==> config.mk <==
export PLATFORM = sky130hd
export DESIGN_NAME = bit_scan_sequencer_flat
export DESIGN_NICKNAME = d
export VERILOG_FILES = /design/src/rtl/bit_scan_sequencer_pkg.sv /design/src/rtl/bit_scan_sequencer_if.sv /design/src/rtl/bit_scan_sequencer_binary_to_bcd.sv /design/src/rtl/bit_scan_sequencer.sv /design/src/flat_wrapper.sv
export SDC_FILE = /design/constraint.sdc
export NUM_CORES = 1
export LEC_CHECK = 0
export ABC_AREA = 1
export BUFFER_PORTS_ARGS = -buffer_cell sky130_fd_sc_hd__buf_2
export CORE_ASPECT_RATIO = 0.6
export CORE_UTILIZATION = 63
export CTS_CLUSTER_SIZE = 24
export DETAILED_ROUTE_END_ITERATION = 8
export PLACE_DENSITY = 0.89
export SLEW_MARGIN = 5
export SYNTH_ARGS = -nofsm -noshare
export SYNTH_HDL_FRONTEND = slang
export SYNTH_SLANG_ARGS = --single-unit
==> constraint.sdc <==
create_clock -name clk -period 3.05 [get_ports clk]
set_clock_uncertainty 0.05 [all_clocks]
set_input_delay 0.1525 -clock clk [delete_from_list [all_inputs] [get_ports clk]]
set_output_delay 0.1525 -clock clk [all_outputs]
set_load 0.005 [all_outputs]
==> src/rtl/bit_scan_sequencer_pkg.sv <==
// Shared definitions for the bit-scan sequencer: word/index/count widths and
// the scan FSM state encoding.
package bit_scan_sequencer_pkg;

    localparam int unsigned WORD_W = 32;
    localparam int unsigned IDX_W  = 5;
    localparam int unsigned CNT_W  = 6;

    typedef enum logic [1:0] {
        IDLE = 2'd0,
        SCAN = 2'd1,
        FIN  = 2'd2
    } state_t;

endpackage

==> src/rtl/bit_scan_sequencer_if.sv <==
// Handshake bundle for the bit-scan sequencer.
//   in_valid/in_ready/in_word : word input handshake
//   abort                     : synchronous flush of the current scan
//   out_valid/out_ready       : index output handshake
//   out_idx/out_last          : current bit index and final-beat flag
//   done/pop_count            : completion pulse and population count
// slave  = sequencer side, master = producer/consumer side.
interface bit_scan_sequencer_if;
    import bit_scan_sequencer_pkg::*;

    logic              in_valid;
    logic              in_ready;
    logic [WORD_W-1:0] in_word;
    logic              abort;
    logic              out_valid;
    logic              out_ready;
    logic [IDX_W-1:0]  out_idx;
    logic              out_last;
    logic              done;
    logic [CNT_W-1:0]  pop_count;

    modport slave (
        input  in_valid, in_word, abort, out_ready,
        output in_ready, out_valid, out_idx, out_last, done, pop_count
    );

    modport master (
        output in_valid, in_word, abort, out_ready,
        input  in_ready, out_valid, out_idx, out_last, done, pop_count
    );

endinterface

==> src/rtl/bit_scan_sequencer_binary_to_bcd.sv <==
// One-hot to index decoder.
//   diff     : one-hot input vector
//   diff_out : bit position + 1 (0 when diff is zero)
//   eq       : diff is all zeros
//   one_hot  : diff has exactly one bit set
module binary_to_bcd
    import bit_scan_sequencer_pkg::*;
(
    input  logic [WORD_W-1:0] diff,
    output logic [CNT_W-1:0]  diff_out,
    output logic              eq,
    output logic              one_hot
);

    always_comb begin
        diff_out = '0;
        for (int unsigned i = 0; i < WORD_W; i++) begin
            if (diff[i]) begin
                diff_out = diff_out | CNT_W'(i + 1);
            end
        end
        eq      = (diff == '0);
        one_hot = !eq && ((diff & (diff - WORD_W'(1))) == '0);
    end

endmodule

==> src/rtl/bit_scan_sequencer.sv <==
// Sequential set-bit enumerator. Accepts a 32-bit word, then emits the index
// of one set bit per output beat (lowest-first when LSB_FIRST=1, otherwise
// highest-first), and pulses done with the population count at the end.
//   clk, rst_n : clock and asynchronous active-low reset
//   bus        : handshake bundle (bit_scan_sequencer_if.slave)
module bit_scan_sequencer
    import bit_scan_sequencer_pkg::*;
#(
    parameter bit LSB_FIRST = 1'b1
) (
    input  logic                        clk,
    input  logic                        rst_n,
    bit_scan_sequencer_if.slave         bus
);

    state_t            state;
    logic [WORD_W-1:0] rem;
    logic [CNT_W-1:0]  count;
    logic              done_q;
    logic [CNT_W-1:0]  pop_q;

    logic [WORD_W-1:0] iso_fwd;
    logic [WORD_W-1:0] rem_rev;
    logic [WORD_W-1:0] iso_rev;
    logic [WORD_W-1:0] iso_back;
    logic [WORD_W-1:0] onehot;
    logic [WORD_W-1:0] rest;
    logic [CNT_W-1:0]  dec_out;
    logic              dec_eq;
    logic              dec_one_hot;
    logic              bad;
    logic              last;

    // Lowest set bit of rem; highest is found by isolating in reversed order.
    assign iso_fwd = rem & (~rem + WORD_W'(1));
    assign iso_rev = rem_rev & (~rem_rev + WORD_W'(1));

    for (genvar g = 0; g < WORD_W; g++) begin : g_rev
        assign rem_rev[g]  = rem[WORD_W-1-g];
        assign iso_back[g] = iso_rev[WORD_W-1-g];
    end

    assign onehot = LSB_FIRST ? iso_fwd : iso_back;
    assign rest   = rem & ~onehot;

    binary_to_bcd u_dec (
        .diff     (onehot),
        .diff_out (dec_out),
        .eq       (dec_eq),
        .one_hot  (dec_one_hot)
    );

    // A non-one-hot decode cannot happen in SCAN; treat it as the final beat.
    assign bad  = dec_eq | ~dec_one_hot;
    assign last = (rest == '0) | bad;

    always_ff @(posedge clk or negedge rst_n) begin
        if (!rst_n) begin
            state  <= IDLE;
            rem    <= '0;
            count  <= '0;
            done_q <= 1'b0;
            pop_q  <= '0;
        end else begin
            done_q <= 1'b0;
            if (bus.abort) begin
                state <= IDLE;
                rem   <= '0;
                count <= '0;
            end else begin
                // done and pop_count are loaded on entry to FIN so both are
                // valid during the FIN cycle itself.
                case (state)
                    IDLE: begin
                        if (bus.in_valid) begin
                            rem   <= bus.in_word;
                            count <= '0;
                            if (bus.in_word == '0) begin
                                state  <= FIN;
                                done_q <= 1'b1;
                                pop_q  <= '0;
                            end else begin
                                state <= SCAN;
                            end
                        end
                    end
                    SCAN: begin
                        if (bad) begin
                            state  <= FIN;
                            rem    <= '0;
                            done_q <= 1'b1;
                            pop_q  <= count;
                        end else if (bus.out_ready) begin
                            rem   <= rest;
                            count <= count + CNT_W'(1);
                            if (last) begin
                                state  <= FIN;
                                done_q <= 1'b1;
                                pop_q  <= count + CNT_W'(1);
                            end
                        end
                    end
                    FIN:     state <= IDLE;
                    default: state <= IDLE;
                endcase
            end
        end
    end

    assign bus.in_ready  = (state == IDLE);
    assign bus.out_valid = (state == SCAN);
    assign bus.out_idx   = (state == SCAN) ? IDX_W'(dec_out - CNT_W'(1)) : '0;
    assign bus.out_last  = (state == SCAN) & last;
    assign bus.done      = done_q;
    assign bus.pop_count = pop_q;

endmodule

==> src/flat_wrapper.sv <==
// flat-port wrapper written by rule: the top's interface ports become plain ports
module bit_scan_sequencer_flat import bit_scan_sequencer_pkg::*;
#(
    parameter bit LSB_FIRST = 1'b1
)
  (clk, rst_n, bus_in_valid, bus_in_word, bus_abort, bus_out_ready, bus_in_ready, bus_out_valid, bus_out_idx, bus_out_last, bus_done, bus_pop_count);
  bit_scan_sequencer_if bus_i ();
  input  logic clk;
  input  logic rst_n;
  input wire logic [$bits(bus_i.in_valid)-1:0] bus_in_valid;
  input wire logic [$bits(bus_i.in_word)-1:0] bus_in_word;
  input wire logic [$bits(bus_i.abort)-1:0] bus_abort;
  input wire logic [$bits(bus_i.out_ready)-1:0] bus_out_ready;
  output wire logic [$bits(bus_i.in_ready)-1:0] bus_in_ready;
  output wire logic [$bits(bus_i.out_valid)-1:0] bus_out_valid;
  output wire logic [$bits(bus_i.out_idx)-1:0] bus_out_idx;
  output wire logic [$bits(bus_i.out_last)-1:0] bus_out_last;
  output wire logic [$bits(bus_i.done)-1:0] bus_done;
  output wire logic [$bits(bus_i.pop_count)-1:0] bus_pop_count;
  assign bus_i.in_valid = bus_in_valid;
  assign bus_i.in_word = bus_in_word;
  assign bus_i.abort = bus_abort;
  assign bus_i.out_ready = bus_out_ready;
  assign bus_in_ready = bus_i.in_ready;
  assign bus_out_valid = bus_i.out_valid;
  assign bus_out_idx = bus_i.out_idx;
  assign bus_out_last = bus_i.out_last;
  assign bus_done = bus_i.done;
  assign bus_pop_count = bus_i.pop_count;
  bit_scan_sequencer #(.LSB_FIRST(LSB_FIRST)) u_core (.clk(clk), .rst_n(rst_n), .bus(bus_i));
endmodule
==> flow_metrics.tcl, run 1 <==
set metrics [dict create \
    clock-sinks 47 \
    worst_ep_required_time_ps 2850 \
    status "finished, violations left" \
    pwr-share-clk_pct 10.7 \
    timing.hold.ws_ps -25.46 \
    hold_buffers 0 \
    syn_inst 618 \
    fp-row-count 21 \
    placed_area_mm2 0.004192 \
    grt_max_degree 48 \
    async_flop_share_pct 100.0 \
    yosysSeqAreaShare_pct 30.19 \
    clk_pin_slew_ps 100 \
    slowest_stage "dfrtp_2" \
    synth.avg_cell_area_um2 6.305 \
    drive_gt1_share_pct 21.43 \
    diodes 0 \
    crit_path_start_kind "register" \
    reg2reg_slack_ps 240 \
    ir_drop_mv 0.5861 \
    stdcell_area_mm2 0.004407 \
    dp_hpwl_mm 9.193 \
    hold_viol 45 \
    syn2layout_area_growth_pct 13.10 \
    core_mm2 0.005754 \
    dr.first_iter.drc_count 503 \
    finalSetupViolCount 0 \
    crit_chain "nor2_4, nand2_4, nor2_8, nand2_4, inv_1, nand3_1, o21ai_1, nor2_1, nand3_1, nor2_1, ha_1, inv_1, nor2_1, nand3_1, nand2_1, a21oi_1, buf_2" \
    p_sw_w 0.002723 \
    dr_total_vias 4439 \
    worstSetupPathType "reg2out" \
    worstRegToRegCells 12 \
    cpPeakStageDelay_ps 470 \
    violations "hold timing" \
    cts_root_buffer "clkbuf_8" \
    yosysTopAreaCellShare_pct 30.19 \
    syn_nets 657 \
    dieArea_mm2 0.006513 \
    cp_max_fo 7 \
    p_int_w 0.002052 \
    route.detailed.drc 0 \
    die_height_um 62.92 \
    powerDensity_mw_per_mm2 1084 \
    grt_pass1_wl_mm 19.35 \
    clk_latency_ps 320 \
    r2r-start "u_core.rem[12]" \
    r2r_end "u_core.rem[28]" \
    viasPerCell 5.903 \
    synth_ff_type "dfrtp_1" \
    ys_warn_count 0 \
    p_sw_share_pct 57.03 \
    worstMarginPinSlew_ps 1076 \
    port_buffers 51 \
    synthMostInstantiatedCell "nand2_1" \
    cap_violations 0 \
    yosys-top-cells-count "nand2_1 (208), nor2_1 (103), inv_1 (54)" \
    routabilityCongestion 1.050 \
    clock_path_buffers 2 \
    pin_count 52 \
    p_seq_share_pct 22.2 \
    nFillCells 457 \
    ys_ff_latch 47 \
    critPathCaptureType "primary output" \
    synth_area_leaders "dfrtp_1 (30%), nand2_1 (20%), nor2_1 (9.9%)" \
    grt_overflow 0 \
    drt_pre_antenna_iters 6 \
    cts_buffers 5 \
    die_x_um 103.5 \
    ys_types 31 \
    crit_arrival_ps 2750 \
    p_leak_nw 2.354 \
    syn_area_mm2 0.003896 \
    routed_wirelength_mm 12.02 \
    fmax_ghz 0.3385 \
    fin_nets 710 \
    htree_levels 2 \
    relSlewSlack_pct 28.28 \
    hold_class "in2async" \
    cts_tree "yes" \
    antenna_left 0 \
    fin_crit_ps 2954 \
    power.share.combinational_pct 67.1 \
    post_drt_wl_per_cell_um 15.99 \
    grt_util_all_layers_pct 38.23 \
    initial_core_util_pct 67.71 \
    antenna_found_initial 0 \
    period_share_pct 96.87 \
    grt_pass1_vias 3927 \
    slew_violations 0 \
    synth_top_area_cell "dfrtp_1" \
    synth_edf_count 0 \
]
==> registers in the layout, summed over array words and instances, names as in the netlist <==
name and count:
u_core.bus.pop_count 6, u_core.rem 32, u_core.bus.done 1, u_core.state 2, u_core.count 6
==> critical path: cells and delay by family (launching register included) <==
family / cells / cell delay [ps]
fa+ha+maj: 1 / 190
flops: 1 / 470
simple gates: 11 / 1140
buf+inv: 3 / 360
compound gates: 2 / 280
==> cell usage in the layout (no fill, tap or decap), drive strengths merged <==
cell type / Yosys / final
nor2: 112 / 112
a21oi: 7 / 7
nand4: 23 / 23
o31ai: 2 / 2
o21ai: 66 / 66
and3: 2 / 2
clkinv: 1 / 1
nor4: 7 / 7
ha: 2 / 2
nand2: 227 / 227
and2: 3 / 3
inv: 60 / 61
clkbuf: 7 / 6
o211ai: 1 / 1
nor3: 5 / 5
bufinv: 0 / 1
buf: 6 / 59
nand3b: 1 / 1
xor2: 5 / 5
nand3: 34 / 34
dfrtp: 47 / 47
==> cell families after synthesis <==
family / synth area share (%)
AND/OR/NAND/NOR: 47.98
buffers and inverters: 8.189
flip-flops: 30.19
adder cells (fa/ha/maj): 0.6422
AO/OA/AOI/OAI: 11.88
XOR/XNOR: 1.124
==> worst max-delay path by stage <==
| stage | startpoint | to | slack, ps | cells past startpoint |
|---|---|---|---|---|
| after floorplan | u_core.rem[1] | bus_out_idx[4] | 880 | 16 |
| after global placement | u_core.rem[0] | bus_out_idx[4] | 430 | 17 |
| after detailed placement | u_core.rem[9] | u_core.rem[26] | 300 | 14 |
| after CTS | u_core.rem[0] | bus_out_idx[4] | 60 | 17 |
| after global routing | u_core.rem[0] | bus_out_idx[4] | -10 | 17 |
| final | u_core.rem[0] | bus_out_idx[4] | 100 | 17 |
==> repair_timing <==
item | CTS | global route
endpoints found under the hold margin | 0 | 0
resized for setup | 0 | 24
endpoints found under the setup margin | 0 | 4
buffers inserted | 0 | 4
==> cell type report <==
class	count	area [um^2]	share of cell area (%)
Clock buffer	6	82.58	1.874
Clock inverter	2	38.79	0.8802
Inverter	61	229.0	5.196
Multi-Input combinational cell	497	2459	55.79
Sequential cell	47	1182	26.83
Tap cell	80	100.1	2.271
Timing Repair Buffer	59	315.3	7.155
==> metal layers <==
metal | up-vias | GRT usage [%] | routed length (um)
li1 | 2085 | - | -
met1 | 2034 | 56.53 | 5392
met2 | 295 | 54.28 | 4775
met3 | 25 | 10.84 | 1611
met4 | 0 | 9.601 | 242
met5 | - | 0 | 0
==> stage by stage <==
step | power [W] | util (%) | cells | setup slack [ps] | setup TNS, ps
2_1_floorplan | 0.003207 | - | 618 | 883.5 | 0
3_3_place_gp | 0.003954 | 72.84 | 740 | 427.3 | 0
3_5_place_dp | 0.004004 | 72.84 | 740 | 303.8 | 0
4_1_cts | 0.004518 | 74.95 | 748 | 60.99 | 0
5_1_grt | 0.005148 | 76.58 | 752 | -14.98 | -14.98
6_report | 0.004775 | 76.58 | 752 | 95.59 | 0
==> power by group through the flow <==
stage	Sequential, W	Clock, W	Combinational, W
2_1_floorplan	0.000985	0	0.00222
3_5_place_dp	0.00104	0	0.00297
3_3_place_gp	0.00103	0	0.00292
6_report	0.00106	0.000509	0.00321
4_1_cts	0.00103	0.000502	0.00299
5_1_grt	0.00109	0.000530	0.00353
(Power assumes the default switching activity.)
==> run 2: changes to the inputs <==
Settings changed: CORE_ASPECT_RATIO 0.6 to 1.1.
==> run 2 against run 1 <==
  * The run still ends with hold timing left
  * Register-to-register slack improved by 80 ps
  * Sequential cell count did not move
  * Via count fell by 4.0%
  * Sequential share of layout area barely moved
  * Critical path type unchanged
  * Largest power group unchanged
==> flow_metrics.tcl, run 2 (synthesized netlist as in run 1, its figures left out) <==
set metrics [dict create \
    status "finished, violations left" \
    violations "hold timing" \
    grt_max_degree 48 \
    pin_count 52 \
    cts_buffers 5 \
    top_register "u_core.rem" \
    hold_buffers 0 \
    finalSetupViolCount 0 \
    clk_latency_ps 310 \
    hold_viol 11 \
    htree_levels 2 \
    ir_drop_mv 0.6070 \
    dieArea_mm2 0.006503 \
    relSlewSlack_pct 26.58 \
    clk_pin_slew_ps 100 \
    dp_hpwl_mm 8.781 \
    largest_reg_flops 32 \
    slew_violations 0 \
    period_share_pct 94.51 \
    rsz0062_at_grt "false" \
    clock-sinks 47 \
    core_mm2 0.005878 \
    final_cell_mix "nand2_1 (207), nor2_1 (98), inv_1 (53), buf_2 (51), dfrtp_1 (45)" \
    fp-row-count 29 \
    viasPerCell 5.707 \
    drive_gt1_share_pct 20.00 \
    port_buffers 51 \
    worstMarginPinSlew_ps 1101 \
    cp_max_fo 6 \
    antenna_left 0 \
    grt_pass1_wl_mm 18.84 \
    grt_pass1_vias 4077 \
    cts_root_buffer "clkbuf_8" \
    hold_class "in2async" \
    fin_nets 708 \
    worstSetupPathType "reg2out" \
    routed_wirelength_mm 11.38 \
    antenna_found_initial 0 \
    crit_path_start_kind "register" \
    routabilityCongestion 0.9865 \
    dr.first_iter.drc_count 294 \
    final_common_cell "nand2_1" \
    cap_violations 0 \
    clock_path_buffers 2 \
    die_x_um 76.98 \
    total_power_w 0.004689 \
    dr_total_vias 4263 \
    initial_core_util_pct 66.28 \
    syn2layout_area_growth_pct 12.85 \
    worst_ep_required_time_ps 2850 \
    post_drt_wl_per_cell_um 15.24 \
    route.detailed.drc 0 \
    timing.hold.ws_ps -9.840 \
    finalSetupTns_ps 0 \
    final-seq-area_mm2 0.001179 \
    critPathCaptureType "primary output" \
    fin_crit_ps 2883 \
    crit_arrival_ps 2680 \
    drt_pre_antenna_iters 5 \
    p_leak_nw 2.358 \
    grt_util_all_layers_pct 36.84 \
    grt_overflow 0 \
    powerDensity_mw_per_mm2 1066 \
    fmax_ghz 0.3469 \
    diodes 0 \
    nFillCells 512 \
    cts_tree "yes" \
    die_height_um 84.48 \
    multiInputGateArea_mm2 0.002440 \
]
-- run 2: changes by cell type in the layout (fill, tap and decap cells not counted), moves of 2 or more --
cell | before | now
buf_4 | 8 | 5
nor2_1 | 96 | 98
o21ai_1 | 3 | 1
nand3_2 | 3 | 1
dfrtp_2 | 5 | 2
dfrtp_1 | 42 | 45
nand3_1 | 28 | 30
nor2_2 | 8 | 6
-- run 2: report_power, final --
group / switching [W] / internal (W) / total (W)
Clock: 0.000247 / 0.000333 / 0.000580
Combinational: 0.00209 / 0.000966 / 0.00305
Sequential: 0.000245 / 0.000812 / 0.00106
-- run 2: layer usage --
metal / GRT usage, % / part of all wire (%)
met1: 43.73 / 41
met2: 67.45 / 50
met3: 4.457 / 5.6
met4: 14.41 / 3.4
met5: 0 / 0
-- run 2: what timing repair did --
action                                  CTS  global route
setup buffers                             0             2
gates resized for setup                   0            15
endpoints found under the setup margin    0             1
-- run 2: metrics by stage --
step                util, %  instance area (um^2)  std cells  setup slack, ps
floorplan                 -                  3896        618            883.5
global placement      71.46                  4200        737            454.7
detailed placement    71.46                  4200        737            331.6
CTS                   73.84                  4340        745            105.1
global route          74.80                  4397        747            2.564
finish                74.80                  4397        747            167.4
-- run 2: path summary, 6_finish.rpt --
check / startpoint / end / cells past startpoint / slack (ps)
hold reg to reg: u_core.bus.pop_count[1] / u_core.bus.pop_count[1] / 2 / 440
min in group clk: bus_in_valid / u_core.bus.done / 3 / 60
setup / recovery: u_core.rem[8] / bus_out_idx[4] / 16 / 170
hold / removal: rst_n / u_core.rem[12] / 1 / -10
setup reg to reg: u_core.rem[8] / u_core.rem[26] / 14 / 320
max in group asynchronous: rst_n / u_core.rem[0] / 1 / 2220
-- run 2: area by class of cell --
class,instances,share of cell area [%]
Sequential cell,47,26.81
Clock buffer,5,1.565
Tap cell,77,2.191
Multi-Input combinational cell,497,55.49
Timing Repair Buffer,57,7.114
Inverter,61,5.208
Clock inverter,3,1.622
-- run 2: worst max-delay path, cell delays in order (launching register included) --
cell and delay [ps]:
dfrtp_1 480, nor2_2 80, nand2_1 100, inv_2 70, nand2_1 120, nor2_4 60
nand2_1 120, nand2_1 80, nor3_1 280, nand3_1 120, nor2_1 160, ha_1 170
inv_1 50, nor2_1 130, nand2_1 70, a21oi_1 150, buf_2 130
